===== src/rtl/srv_icache_refill.sv =====
// Instruction-cache line refill engine: fetches one 4-word line over an in-order memory port.
// Optional macro SRV_REFILL_CWF_EN: fetch the critical word first (otherwise words 0..3 in order).
module srv_icache_refill #(
    parameter int unsigned LINE_WORDS  = 4,
    parameter int unsigned MEM_LAT_MAX = 8
) (
    input  logic                       clk,
    input  logic                       rst_n,
    input  logic                       req_i,
    input  logic [31:0]                addr_i,
    output logic                       rsp_o,
    output logic [LINE_WORDS*32-1:0]   line_o,
    output logic                       busy_o,
    output logic                       mem_req_o,
    output logic [31:0]                mem_addr_o,
    input  logic                       mem_gnt_i,
    input  logic                       mem_rvalid_i,
    input  logic [31:0]                mem_rdata_i
);

    localparam int unsigned LAT_CNT_W = $clog2(MEM_LAT_MAX + 1);

    typedef enum logic [1:0] {
        ST_IDLE  = 2'd0,
        ST_ISSUE = 2'd1,
        ST_WAIT  = 2'd2,
        ST_DONE  = 2'd3
    } state_e;

    state_e                   state_q, state_d;
    logic [27:0]              base_q, base_d;
    logic [1:0]               start_q, start_d;
    logic [1:0]               issue_idx_q, issue_idx_d;
    logic [2:0]               issued_cnt_q, issued_cnt_d;
    logic [2:0]               rcv_cnt_q, rcv_cnt_d;
    logic [LINE_WORDS*32-1:0] line_q, line_d;
    logic                     rsp_q, rsp_d;
    logic                     busy_q, busy_d;
    logic                     mem_req_q, mem_req_d;
    logic [31:0]              mem_addr_q, mem_addr_d;

    logic [1:0]               start_idx_s;
    logic [1:0]               word_sel_s;
    logic [6:0]               word_lsb_s;
    logic                     capture_s;
    logic [3:0]               unused_addr_s;
    logic [LAT_CNT_W-1:0]     unused_lat_s;

`ifdef SRV_REFILL_CWF_EN
    assign start_idx_s   = addr_i[3:2];
    assign unused_addr_s = {2'b00, addr_i[1:0]};
`else
    assign start_idx_s   = 2'd0;
    assign unused_addr_s = addr_i[3:0];
`endif
    assign unused_lat_s  = {LAT_CNT_W{1'b0}};

    // Responses return in request order, so the n-th response always lands in word start+n.
    assign word_sel_s = start_q + rcv_cnt_q[1:0];
    assign word_lsb_s = {word_sel_s, 5'd0};
    assign capture_s  = mem_rvalid_i && ((state_q == ST_ISSUE) || (state_q == ST_WAIT));

    // Next-state, counter, line-assembly and registered-output computation.
    always_comb begin
        state_d      = state_q;
        base_d       = base_q;
        start_d      = start_q;
        issue_idx_d  = issue_idx_q;
        issued_cnt_d = issued_cnt_q;
        rcv_cnt_d    = rcv_cnt_q;
        line_d       = line_q;

        if (capture_s) begin
            line_d[word_lsb_s +: 32] = mem_rdata_i;
            rcv_cnt_d                = rcv_cnt_q + 3'd1;
        end else begin
            rcv_cnt_d = rcv_cnt_q;
        end

        case (state_q)
            ST_IDLE: begin
                if (req_i) begin
                    base_d       = addr_i[31:4];
                    start_d      = start_idx_s;
                    issue_idx_d  = start_idx_s;
                    issued_cnt_d = 3'd0;
                    rcv_cnt_d    = 3'd0;
                    state_d      = ST_ISSUE;
                end else begin
                    state_d = ST_IDLE;
                end
            end
            ST_ISSUE: begin
                if (mem_gnt_i && mem_req_q) begin
                    issue_idx_d  = issue_idx_q + 2'd1;
                    issued_cnt_d = issued_cnt_q + 3'd1;
                end else begin
                    issue_idx_d  = issue_idx_q;
                    issued_cnt_d = issued_cnt_q;
                end
                if (rcv_cnt_d == 3'd4) begin
                    state_d = ST_DONE;
                end else if (issued_cnt_d == 3'd4) begin
                    state_d = ST_WAIT;
                end else begin
                    state_d = ST_ISSUE;
                end
            end
            ST_WAIT: begin
                if (rcv_cnt_d == 3'd4) begin
                    state_d = ST_DONE;
                end else begin
                    state_d = ST_WAIT;
                end
            end
            ST_DONE: begin
                state_d = ST_IDLE;
            end
            default: begin
                state_d = ST_IDLE;
            end
        endcase

        rsp_d     = (state_d == ST_DONE);
        busy_d    = (state_d != ST_IDLE);
        mem_req_d = (state_d == ST_ISSUE);
        if (mem_req_d) begin
            mem_addr_d = {base_d, issue_idx_d, 2'b00};
        end else begin
            mem_addr_d = mem_addr_q;
        end
    end

    // Control state and outputs, cleared by the asynchronous reset.
    always_ff @(posedge clk or negedge rst_n) begin
        if (!rst_n) begin
            state_q      <= ST_IDLE;
            issue_idx_q  <= 2'd0;
            issued_cnt_q <= 3'd0;
            rcv_cnt_q    <= 3'd0;
            rsp_q        <= 1'b0;
            busy_q       <= 1'b0;
            mem_req_q    <= 1'b0;
            mem_addr_q   <= 32'd0;
        end else begin
            state_q      <= state_d;
            issue_idx_q  <= issue_idx_d;
            issued_cnt_q <= issued_cnt_d;
            rcv_cnt_q    <= rcv_cnt_d;
            rsp_q        <= rsp_d;
            busy_q       <= busy_d;
            mem_req_q    <= mem_req_d;
            mem_addr_q   <= mem_addr_d;
        end
    end

    // Datapath storage: line buffer and latched miss address are deliberately not reset.
    always_ff @(posedge clk) begin
        base_q  <= base_d;
        start_q <= start_d;
        line_q  <= line_d;
    end

    assign rsp_o      = rsp_q;
    assign busy_o     = busy_q;
    assign mem_req_o  = mem_req_q;
    assign mem_addr_o = mem_addr_q;
    assign line_o     = line_q;

endmodule


===== config.mk =====
export PLATFORM = sky130hd
export DESIGN_NAME = srv_icache_refill
export DESIGN_NICKNAME = d
export VERILOG_FILES = /design/src/rtl/srv_icache_refill.sv
export SDC_FILE = /design/constraint.sdc
export NUM_CORES = 1
export LEC_CHECK = 0
export CORE_ASPECT_RATIO = 0.75
export CORE_MARGIN = 1
export CORE_UTILIZATION = 40
export DETAILED_ROUTE_END_ITERATION = 6
export GPL_TIMING_DRIVEN = 0
export HOLD_SLACK_MARGIN = 0.03
export PLACE_DENSITY_LB_ADDON = 0.3
export SETUP_SLACK_MARGIN = 0.4
export SYNTH_ARGS = -nofsm -noshare
export SYNTH_HDL_FRONTEND = slang
export SYNTH_SLANG_ARGS = --single-unit
export TNS_END_PERCENT = 1

===== constraint.sdc =====
create_clock -name clk -period 2.35 [get_ports clk]
set_clock_uncertainty 0.1 [all_clocks]
set_input_delay 0.235 -clock clk [delete_from_list [all_inputs] [get_ports clk]]
set_output_delay 0.235 -clock clk [all_outputs]
set_load 0.01 [all_outputs]

==> results.yml <==
power:
  pwr-share-comb: 0.368
  seq_power_share: 0.400
  clockPowerShare: 0.232
  power_uw: 12800
  ir_worst_vdd_uv: 464
  p_int_uw: 8930
  switching_share: 0.303
  p_switching_uw: 3880
  p_leak_uw: 0.00434
  power_density_nw_per_um2: 1140
route:
  first_pass_iters: 7
  vias_per_cell: 4.75
  drc: 0
  drt_iter0_markers: 207
  vias: 4798
  wl_per_cell_um: 18.8
  routed_wl_um: 19000
  drtAntennaViolNets: 0
yosys:
  synth_top_area_frac: 0.498
  ys_seq_elements: 199
  yosysTopAreaCell: "edfxtp_1"
  synth_warnings: 0
  synth_edf_count: 128
  ys_types: 37
  netlist_area_um2: 7720
  syn_avg_cell_area_um2: 15.8
  synthCells: 487
  ys.flop_type: "edfxtp_1"
  async_reset_ff_frac: 0.216
  synth_area_leaders: "edfxtp_1 50%, dfrtp_1 14%, and2_1 10%, dfxtp_1 7.3%, mux2_4 5.6%"
  ys_seq_area_frac: 0.710
floorplanning:
  die_height_um: 122
  die_w_um: 162
  rows: 43
  dieArea_um2: 19900
  core_um2: 18700
  start_util: 0.413
  io_pins: 232
final_layout:
  antennaDiodeCount: 0
  finalInstanceArea_um2: 11200
  drive_gt1_frac: 0.200
  seq_area_um2: 5480
  layout.nets: 830
  nFillCells: 1424
  multiInputGateArea_um2: 2220
  syn2layout_area_growth_pct: 45.6
cts:
  htree_levels: 4
  clk_latency_ps: 430
  clk_pin_slew_ps: 70
  clockBufferDepth: 2
  numCtsBuffers: 17
  cts.sinks: 199
  cts_tree: "yes"
  root_buffer: "clkbuf_16"
grt:
  grt_pass1_vias: 5023
  antenna_found_initial: 0
  grt_pass1_wl_um: 28400
  grt_max_degree: 35
  gr-usage-all-layers: 0.194
  overflow: 0
sta:
  whs_ps: 113
  finalMaxSlewViolations: 0
  period_needed_ps: 2410
  setup_ws_ps: -56.1
  hold_viol_final: 0
  slew_headroom: 0.370
  rsz0062_at_grt: "true"
  setup_viol: 29
  worst_slew_pin_slew_ps: 945
  fin_crit_sh: 1.02
  max_freq_mhz: 416
run_status:
  violations: "negative setup slack"
  status: "complete, but fails checks"
run:
  drv_cap: 0
placed_design:
  hpwl_um: 12900
  gp_congestion: 0.781
  placed_cell_area_um2: 10300
  port_buffers: 224
worst_setup_path:
  path_cells: "buf_4 > buf_4 > ha_1 > nor2_1 > nor2_1 > a21oi_1 > o31ai_4 > o21ai_2 > buf_6 > buf_12 > mux2_4"
  required_ps: 2560
  crit_slowest_cell: "dfrtp_1"
  critPathMaxStageDelay_ps: 420
  cp.arrival_ps: 2620
  end_kind: "flip-flop"
  cp_max_fo: 10
  critPathKind: "reg2reg"
  start_kind: "flip-flop"
worst_hold_path:
  worst_hold_path_type: "in2reg"
## path summary, 6_finish.rpt
kind,start,endpoint,slack (ps),depth (start not counted)
worst min-delay path,req_i,rcv_cnt_q[1]$_DFF_PN0_,110,2
min in group asynchronous,rst_n,mem_addr_o[20]$_DFFE_PN0N_,120,2
worst max-delay path,state_q[1]$_DFF_PN0_,mem_addr_o[26]$_DFFE_PN0N_,-60,11
worst min register to register,base_q[18]$_DFF_P_,base_q[18]$_DFF_P_,380,1
worst max register to register,state_q[1]$_DFF_PN0_,mem_addr_o[26]$_DFFE_PN0N_,-60,11
max in group asynchronous,rst_n,issued_cnt_q[0]$_DFFE_PN0P_,1530,3
## repair_timing
item,in CTS,in global routing
pin swaps,4,3
setup endpoints to repair,314,304
resized for setup,27,23
setup buffers,13,4
hold endpoints to repair,43,0
cloned,1,0
hold buffers,1,0
## cell usage in the layout (no fill, tap or decap), types with 10 or more instances in the layout
cell type / count
mux2_4: 29
clkdlybuf4s50_1: 223
dfxtp_1: 28
clkbuf_1: 10
buf_4: 16
mux2_2: 29
edfxtp_1: 128
and2_1: 128
dfrtp_1: 40
clkbuf_16: 17
## area by class of cell
cell class / instances / area share
multi-input cells: 259 / 0.198
clock buffers: 18 / 0.0382
flip-flops and latches: 199 / 0.488
repair buffers: 244 / 0.215
well taps: 247 / 0.0275
inverters: 7 / 0.00256
plain buffers: 23 / 0.0149
clock inverters: 14 / 0.0157
## kinds of logic after synthesis
family,synth area share
AO/OA/AOI/OAI,0.0209
XOR/XNOR,0.00454
adder cells (fa/ha/maj),0.0162
buffers and inverters,0.0190
flip-flops,0.710
multiplexers,0.103
other,0.000486
AND/OR/NAND/NOR,0.126
## per-layer routing
metal	share of wire	vias up	global-route usage
met4	0.021	0	0.0814
met5	0	-	0
li1	-	2237	-
met2	0.51	114	0.324
met1	0.43	2425	0.247
met3	0.042	22	0.0422
## Yosys cell counts (4+ instances only)
cell type,number
nand2_1,9
dfrtp_1,43
dfxtp_1,28
mux2_4,29
a22o_1,4
nor2_1,8
inv_1,7
clkbuf_1,14
a21oi_1,5
nor3b_1,4
and3_1,4
edfxtp_1,128
mux2_2,29
and2_1,128
ha_1,10
## metrics by stage
| stage | setup TNS (ps) | worst slack (ps) | utilization | instances |
|---|---|---|---|---|
| after floorplan | 0 | 38.0 | - | 488 |
| after global placement | -68410 | -437 | 0.552 | 959 |
| after detailed placement | -9260 | -226 | 0.553 | 960 |
| after CTS | 0 | 9.34 | 0.597 | 1007 |
| after global routing | -5730 | -148 | 0.602 | 1011 |
| final | -1190 | -56.1 | 0.602 | 1011 |
## power by group through the flow
stage	sequential, µW	clock (µW)	combinational, µW
floorplan	5400	0	2220
global placement	5160	0	4170
detailed placement	5210	0	4330
CTS	5130	3020	4650
global route	5220	3150	5030
finish	5120	2970	4720
## sequential cells by signal, indices dropped and copies added, names as in the netlist
name	flops
line_o	128
mem_addr_o	30
base_q	28
issued_cnt_q	3
rcv_cnt_q	3
issue_idx_q	2
state_q	2
busy_o	1
mem_req_o	1
rsp_o	1
## critical path: cells and delay by family, from the launching register on
kind / cells / cell delay (ps)
buf+inv: 4 / 580
compound gates: 3 / 570
flops: 1 / 420
mux: 1 / 300
fa+ha+maj: 1 / 170
simple gates: 2 / 160
Note: power is estimated with default switching activity, not from simulation.
